[src/rtl/rle_pkg.sv]
// Shared definitions for the RLE decoder: controller states and pair field layout.
// The pair field offsets must stay identical to the ones the encoder uses.
package rle_pkg;

    localparam int PAIR_W     = 16;
    localparam int BYTE_W     = 8;
    localparam int WORD_BYTES = 4;
    localparam int WORD_W     = PAIR_W * 2;

    localparam int BYTE_HI = 15;
    localparam int BYTE_LO = 8;
    localparam int CNT_HI  = 7;
    localparam int CNT_LO  = 0;

    typedef enum logic [2:0] {
        IDLE,
        RD_REQ,
        RD_WAIT,
        EXPAND,
        WR,
        FLUSH
    } state_t;

endpackage

[src/rtl/rle_byte_packer.sv]
// Packs decoded bytes LSB-first into a 32-bit write buffer.
// full flags that the next push completes the word.
module rle_byte_packer
    import rle_pkg::*;
(
    input  logic              clk,
    input  logic              nreset,
    input  logic              clear,
    input  logic              push,
    input  logic [BYTE_W-1:0] byte_in,
    output logic              full,
    output logic              pending,
    output logic [WORD_W-1:0] data
);

    localparam int LANE_W = $clog2(WORD_BYTES);

    logic [LANE_W-1:0] lane;

    always_ff @(posedge clk or negedge nreset) begin
        if (!nreset) begin
            lane <= '0;
            data <= '0;
        end else if (clear) begin
            lane <= '0;
            data <= '0;
        end else if (push) begin
            data[lane*BYTE_W +: BYTE_W] <= byte_in;
            lane                        <= lane + LANE_W'(1);
        end
    end

    assign full    = (lane == LANE_W'(WORD_BYTES - 1));
    assign pending = (lane != '0);

endmodule

[src/rtl/rle_decoder.sv]
// Expands an RLE frame ({byte,count} pairs, two per word) from SRAM back into
// plaintext, writing packed words through the same single SRAM port.
module rle_decoder
    import rle_pkg::*;
#(
    parameter int ADDR_W = 16,
    parameter int SIZE_W = 32
) (
    input  logic              clk,
    input  logic              nreset,
    input  logic              start,
    input  logic [31:0]       rle_addr,
    input  logic [31:0]       rle_size,
    input  logic [31:0]       out_addr,
    output logic [SIZE_W-1:0] out_size,
    output logic              done,
    output logic              port_A_clk,
    output logic [ADDR_W-1:0] port_A_addr,
    output logic              port_A_we,
    output logic [31:0]       port_A_data_in,
    input  logic [31:0]       port_A_data_out
);

    state_t state, state_next;

    logic [ADDR_W-1:0] rd_addr, wr_addr;
    logic [SIZE_W-1:0] words_left, size_cnt;
    logic [WORD_W-1:0] word_reg, wr_buf;
    logic [BYTE_W-1:0] cnt_left, cur_byte, hi_cnt;
    logic              pair_idx;
    logic              push, clear, full, pending, done_set, pairs_done;
    logic              unused_hi;

    assign unused_hi  = ^{rle_addr[31:ADDR_W], out_addr[31:ADDR_W]};
    assign port_A_clk = clk;
    assign out_size   = size_cnt;

    assign cur_byte   = pair_idx ? word_reg[PAIR_W+BYTE_HI : PAIR_W+BYTE_LO]
                                 : word_reg[BYTE_HI : BYTE_LO];
    assign hi_cnt     = word_reg[PAIR_W+CNT_HI : PAIR_W+CNT_LO];
    assign push       = (state == EXPAND) && (cnt_left != '0);
    assign pairs_done = pair_idx && (cnt_left == '0);

    rle_byte_packer u_packer (
        .clk     (clk),
        .nreset  (nreset),
        .clear   (clear),
        .push    (push),
        .byte_in (cur_byte),
        .full    (full),
        .pending (pending),
        .data    (wr_buf)
    );

    always_ff @(posedge clk or negedge nreset) begin
        if (!nreset) state <= IDLE;
        else         state <= state_next;
    end

    always_comb begin
        state_next = state;
        done_set   = 1'b0;
        clear      = 1'b0;
        case (state)
            IDLE: begin
                if (start) begin
                    clear      = 1'b1;
                    // An empty frame walks through EXPAND with both pairs exhausted.
                    state_next = (rle_size == '0) ? EXPAND : RD_REQ;
                end
            end
            RD_REQ:  state_next = RD_WAIT;
            RD_WAIT: state_next = EXPAND;
            EXPAND: begin
                if (push) begin
                    if (full)
                        state_next = WR;
                    else if (pair_idx && cnt_left == BYTE_W'(1))
                        state_next = (words_left != '0) ? RD_REQ : FLUSH;
                end else if (pair_idx) begin
                    if (words_left != '0) begin
                        state_next = RD_REQ;
                    end else if (pending) begin
                        state_next = FLUSH;
                    end else begin
                        state_next = IDLE;
                        done_set   = 1'b1;
                    end
                end
            end
            WR: begin
                clear = 1'b1;
                if (!pairs_done) begin
                    state_next = EXPAND;
                end else if (words_left != '0) begin
                    state_next = RD_REQ;
                end else begin
                    state_next = IDLE;
                    done_set   = 1'b1;
                end
            end
            FLUSH: begin
                clear      = 1'b1;
                state_next = IDLE;
                done_set   = 1'b1;
            end
            default: state_next = IDLE;
        endcase
    end

    always_ff @(posedge clk or negedge nreset) begin
        if (!nreset) begin
            rd_addr    <= '0;
            wr_addr    <= '0;
            words_left <= '0;
            size_cnt   <= '0;
            word_reg   <= '0;
            cnt_left   <= '0;
            pair_idx   <= 1'b0;
            done       <= 1'b0;
        end else begin
            if (done_set) done <= 1'b1;
            case (state)
                IDLE: begin
                    if (start) begin
                        rd_addr    <= rle_addr[ADDR_W-1:0];
                        wr_addr    <= out_addr[ADDR_W-1:0];
                        words_left <= SIZE_W'(rle_size >> 2);
                        size_cnt   <= '0;
                        pair_idx   <= 1'b1;
                        cnt_left   <= '0;
                        done       <= 1'b0;
                    end
                end
                RD_WAIT: begin
                    word_reg   <= port_A_data_out;
                    cnt_left   <= port_A_data_out[CNT_HI:CNT_LO];
                    pair_idx   <= 1'b0;
                    rd_addr    <= rd_addr + ADDR_W'(WORD_BYTES);
                    words_left <= words_left - SIZE_W'(1);
                end
                EXPAND: begin
                    if (push) begin
                        size_cnt <= size_cnt + SIZE_W'(1);
                        // Moving to the high pair as soon as the low one drains saves a cycle.
                        if (!pair_idx && cnt_left == BYTE_W'(1)) begin
                            pair_idx <= 1'b1;
                            cnt_left <= hi_cnt;
                        end else begin
                            cnt_left <= cnt_left - BYTE_W'(1);
                        end
                    end else if (!pair_idx) begin
                        pair_idx <= 1'b1;
                        cnt_left <= hi_cnt;
                    end
                end
                WR, FLUSH: wr_addr <= wr_addr + ADDR_W'(WORD_BYTES);
                default: ;
            endcase
        end
    end

    always_comb begin
        port_A_we      = 1'b0;
        port_A_addr    = '0;
        port_A_data_in = '0;
        case (state)
            RD_REQ: port_A_addr = rd_addr;
            WR, FLUSH: begin
                port_A_we      = 1'b1;
                port_A_addr    = wr_addr;
                port_A_data_in = wr_buf;
            end
            default: ;
        endcase
    end

endmodule
[config.mk]
export PLATFORM = sky130hd
export DESIGN_NAME = rle_decoder
export DESIGN_NICKNAME = d
export VERILOG_FILES = /design/src/rtl/rle_pkg.sv /design/src/rtl/rle_byte_packer.sv /design/src/rtl/rle_decoder.sv
export SDC_FILE = /design/constraint.sdc
export NUM_CORES = 1
export LEC_CHECK = 0
export ABC_AREA = 1
export CORE_UTILIZATION = 56
export DETAILED_ROUTE_END_ITERATION = 10
export GPL_TIMING_DRIVEN = 0
export PLACE_DENSITY_LB_ADDON = 0.25
export SYNTH_ARGS = -nofsm -noshare
export SYNTH_HDL_FRONTEND = slang
export SYNTH_SLANG_ARGS = --single-unit
[constraint.sdc]
create_clock -name clk -period 5.2 [get_ports clk]
set_input_delay 1.3 -clock clk [delete_from_list [all_inputs] [get_ports clk]]
set_output_delay 1.3 -clock clk [all_outputs]
set_load 0.02 [all_outputs]
Word level (Yosys, flattened, before mapping) --
Cells that the tools add are included.
Word-level totals: bits in registers 175, output and inout bits 83
Operators by class: add/subtract/negate cells 7, equality and inequality tests 13, shift-type cells 2, mux-type cells 51, reductions and logical operators 23
Operators by type and width (number):
- 32-bit two-way mux | 6
- 32-bit case mux with 2 select lines | 2
- 16-bit case mux with 2 select lines | 3
- 8-bit two-way mux | 5
- 5-bit negator with 34-bit output | 1
- 8-bit by 34-bit variable shift with 32-bit output (first input constant) | 1
- 8-bit by 34-bit variable part select with 32-bit output | 1
- 16-bit by 3-bit adder with 16-bit output (second input constant) | 2
- 32-bit by 1-bit adder with 32-bit output (second input constant) | 1
- 32-bit bitwise mux | 1
- 32-bit zero test | 1
- 16-bit two-way mux | 2
- 32-bit nonzero test | 1
- 32-bit by 1-bit subtractor with 32-bit output (second input constant) | 1
- 3-bit two-way mux | 8
- 8-bit case mux with 3 select lines | 1
- 1-bit two-way mux | 15
- 3-bit case mux with 5 select lines | 1
- 3-bit AND reduction | 4
- 2-bit nonzero test | 5
- 8-bit by 1-bit equality test with 1-bit output (second input constant) | 1
- 8-bit zero test | 1
- 2-bit two-way mux | 4
- 8-bit nonzero test | 1
- other kinds (18) | 27

Longest topological paths before layout --
word-level depth 9, depth in mapped cells 12, depth with buffers taken out 12

By module --
From an unflattened synthesis, not the netlist that was laid out.
Second synthesis, totals: cell total of the unflattened synthesis 1560, area total of the unflattened synthesis 10528.8 sq um
Modules (own cells, without submodules):
- rle_decoder | times used 1, cells each 1355, area each 8899.8 sq um, seq. area each 3328.2 sq um
- rle_byte_packer | times used 1, cells each 205, area each 1629.1 sq um, seq. area each 850.8 sq um

==> summary.md <==
| Metric | Value |
|---|---|
| Status | `finished, final reports clean` |
| Final Slew Violations | `0` |
| Post-synth EDFFs | `0` |
| Worst Path Max Fanout | `2` |
| Pin count of the biggest net entering global routing | `115` |
| Most used DFF post-synth | `dfrtp_1` |
| GP Congestion | `0.958` |
| Core area | `0.0175 mm^2` |
| Top-area cell type share of the netlist area | `0.410` |
| Worst Setup Slack post-DPL | `0.678 ns` |
| Final Instance Count excl. Fillers | `1915` |
| Reg clk slew, reported paths | `0.07 ns` |
| Dpl cells | `1880` |
| N_diodes | `0` |
| Worst setup startpoint | `clk` |
| Post-DRT Antenna Nets | `0` |
| Final WL | `31200 um` |
| CP arrival | `3.49 ns` |
| Number of remaining DRC errors | `0` |
| Area leader, netlist | `dfrtp_1` |
| Worst r2r dst | `u_packer.data[2]` |
| Initial Util | `0.581` |
| Distinct cells, synth | `40` |
| Max-Cap Viols | `0` |
| Nets | `1821` |
| Die Wd | `137 um` |
| Most common cell in the netlist | `nand2_1` |
| GR Util All Layers | `0.346` |
| Drt wl/cell | `16.3 um` |
| Vias per cell | `5.64` |
| Slew @ Worst Pin | `0.705 ns` |
| Worst Setup EP | `port_A_clk` |
| Final number of hold-violating endpoints | `0` |
| Post-Syn Nets | `1617` |
| DIE AREA | `0.0187 mm^2` |
| Hold path depth | `2` |
| I/O Buffers | `181` |
| Fin Hold WS | `0.481 ns` |
| Worst hold path type | `reg -> reg` |
| Hold_buf cts | `0` |
| CTS tree | `built` |
| CP Launch Type | `clock port` |
| First-pass GRT wire length | `49900 um` |
| Leak Pwr | `5.83 nW` |
| CP Data Required Time | `3.90 ns` |
| # rows | `48` |
| Crit Path Class | `clk -> out` |
| Warnings, synthesis | `0` |
| Peak supply drop | `0.000371 V` |
| Global route overflow | `0` |
| Initial antenna violation count | `0` |
| Vias in the first global route | `10200` |
| Area grow syn2layout | `27.1%` |
| Ports | `214` |
| Unrepaired setup endpoints after global routing | `false` |
| HPWL Detailed | `22900 um` |
| Worst relative slew slack | `0.530` |
| Syn avg cell area | `6.92 um^2` |
| FF+latch count, synth | `167` |
| Vias | `10800` |
| Post-CTS setup buffer count | `0` |
| Ys async rst share | `1.00` |
| Setup ws final | `0.407 ns` |
| Area contributors post-synth | `dfrtp_1, nand2_1, nor2_1` |
| Worst setup EP type | `output pin` |
| Pwr Total | `6.56 mW` |
| Clock skew | `0.0127 ns` |
| Layout cell share with drive strength beyond 1 | `0.0556` |
| Top post-synthesis cells by count | `nand2_1, nor2_1, inv_1, dfrtp_1, nand3_1` |
| Syn Inst Count | `1473` |
| RR Startpoint | `u_packer.lane[0]` |
| Die H | `137 um` |
| Resize count post-CTS | `0` |
| DRT Pass-1 Iters | `6` |
| Mapped Area | `0.0102 mm^2` |
| Clock latency on the worst-skew pair | `0.55 ns` |
| Register area share after synthesis | `0.410` |
| R2R Setup Slk | `2.85 ns` |
| Cell area power density | `507 mW/mm^2` |
| # setup viols final | `0` |
| R2R cell count | `6` |
| Initial DRC count | `879` |
-- area by class of cell --
| class | instances | area [um^2] |
|---|---|---|
| plain buffers | 51 | 256 |
| clock buffers | 21 | 510 |
| clock inverters | 15 | 134 |
| fillers | 1428 | 4590 |
| inverters | 190 | 713 |
| multi-input cells | 1065 | 5040 |
| flip-flops and latches | 167 | 4180 |
| well taps | 225 | 282 |
| repair buffers | 181 | 1830 |
-- per-stage QoR --
step	instance area, um^2	setup TNS [ns]	utilization
after floorplan	10200	0	-
after global placement	12300	-689.17	0.700
after detailed placement	12300	0	0.702
after CTS	12900	0	0.738
after global routing	12900	0	0.738
final	12900	0	0.738
-- how the worst min path moves through the flow --
stage	startpoint	endpoint	slack, ns
detailed placement	word_reg[11]	word_reg[11]	0.47
CTS	word_reg[11]	word_reg[11]	0.49
floorplan	wr_addr[0]	wr_addr[0]	0.44
global route	wr_addr[0]	wr_addr[0]	0.50
finish	word_reg[11]	word_reg[11]	0.48
global placement	wr_addr[0]	wr_addr[0]	0.46
-- placed cells by master, fill, tap and decap left out, types with 3 or more instances in the layout --
master,n
clkbuf_1,14
dfrtp_1,167
ha_1,13
o21ai_1,4
buf_2,28
o211ai_1,11
o31ai_1,3
clkdlybuf4s50_1,180
nor4_1,7
nand3_1,122
clkbuf_16,20
nand4_1,43
o21bai_1,4
o22ai_1,23
nor2_4,4
inv_1,185
buf_1,3
a21oi_1,28
o221ai_1,7
nand2_2,3
buf_4,4
o21ai_0,110
nor3_1,32
inv_6,8
inv_2,5
mux2i_1,8
nor2_1,222
a22oi_1,5
xor2_1,15
nand2_1,382
or2_2,5
-- where the power goes --
group | switching (mW) | internal (mW) | total (mW)
registers | 0.391 | 1.75 | 2.14
clock network | 0.635 | 0.752 | 1.39
logic | 2.02 | 1.01 | 3.03
total | 3.04 | 3.52 | 6.56
-- worst max-delay path, stage by stage --
cell             delay (ns)
clkbuf_16              0.12
clkbuf_16              0.13
buf_4                  0.12
clkdlybuf4s50_1        0.53
-- cell families after synthesis --
logic type | share of synthesized area
simple gates | 0.345
mux | 0.00786
xor+xnor | 0.0146
flops | 0.410
compound gates | 0.112
buf+inv | 0.0952
fa+ha+maj | 0.0160
-- metal layers --
layer | global-route usage | share of wire | vias to the layer above
li1 | - | - | 5190
met1 | 0.452 | 0.43 | 5046
met2 | 0.565 | 0.47 | 502
met3 | 0.0637 | 0.073 | 66
met4 | 0.146 | 0.029 | 0
met5 | 0 | 0 | -
Note: power is estimated with default switching activity, not from simulation.
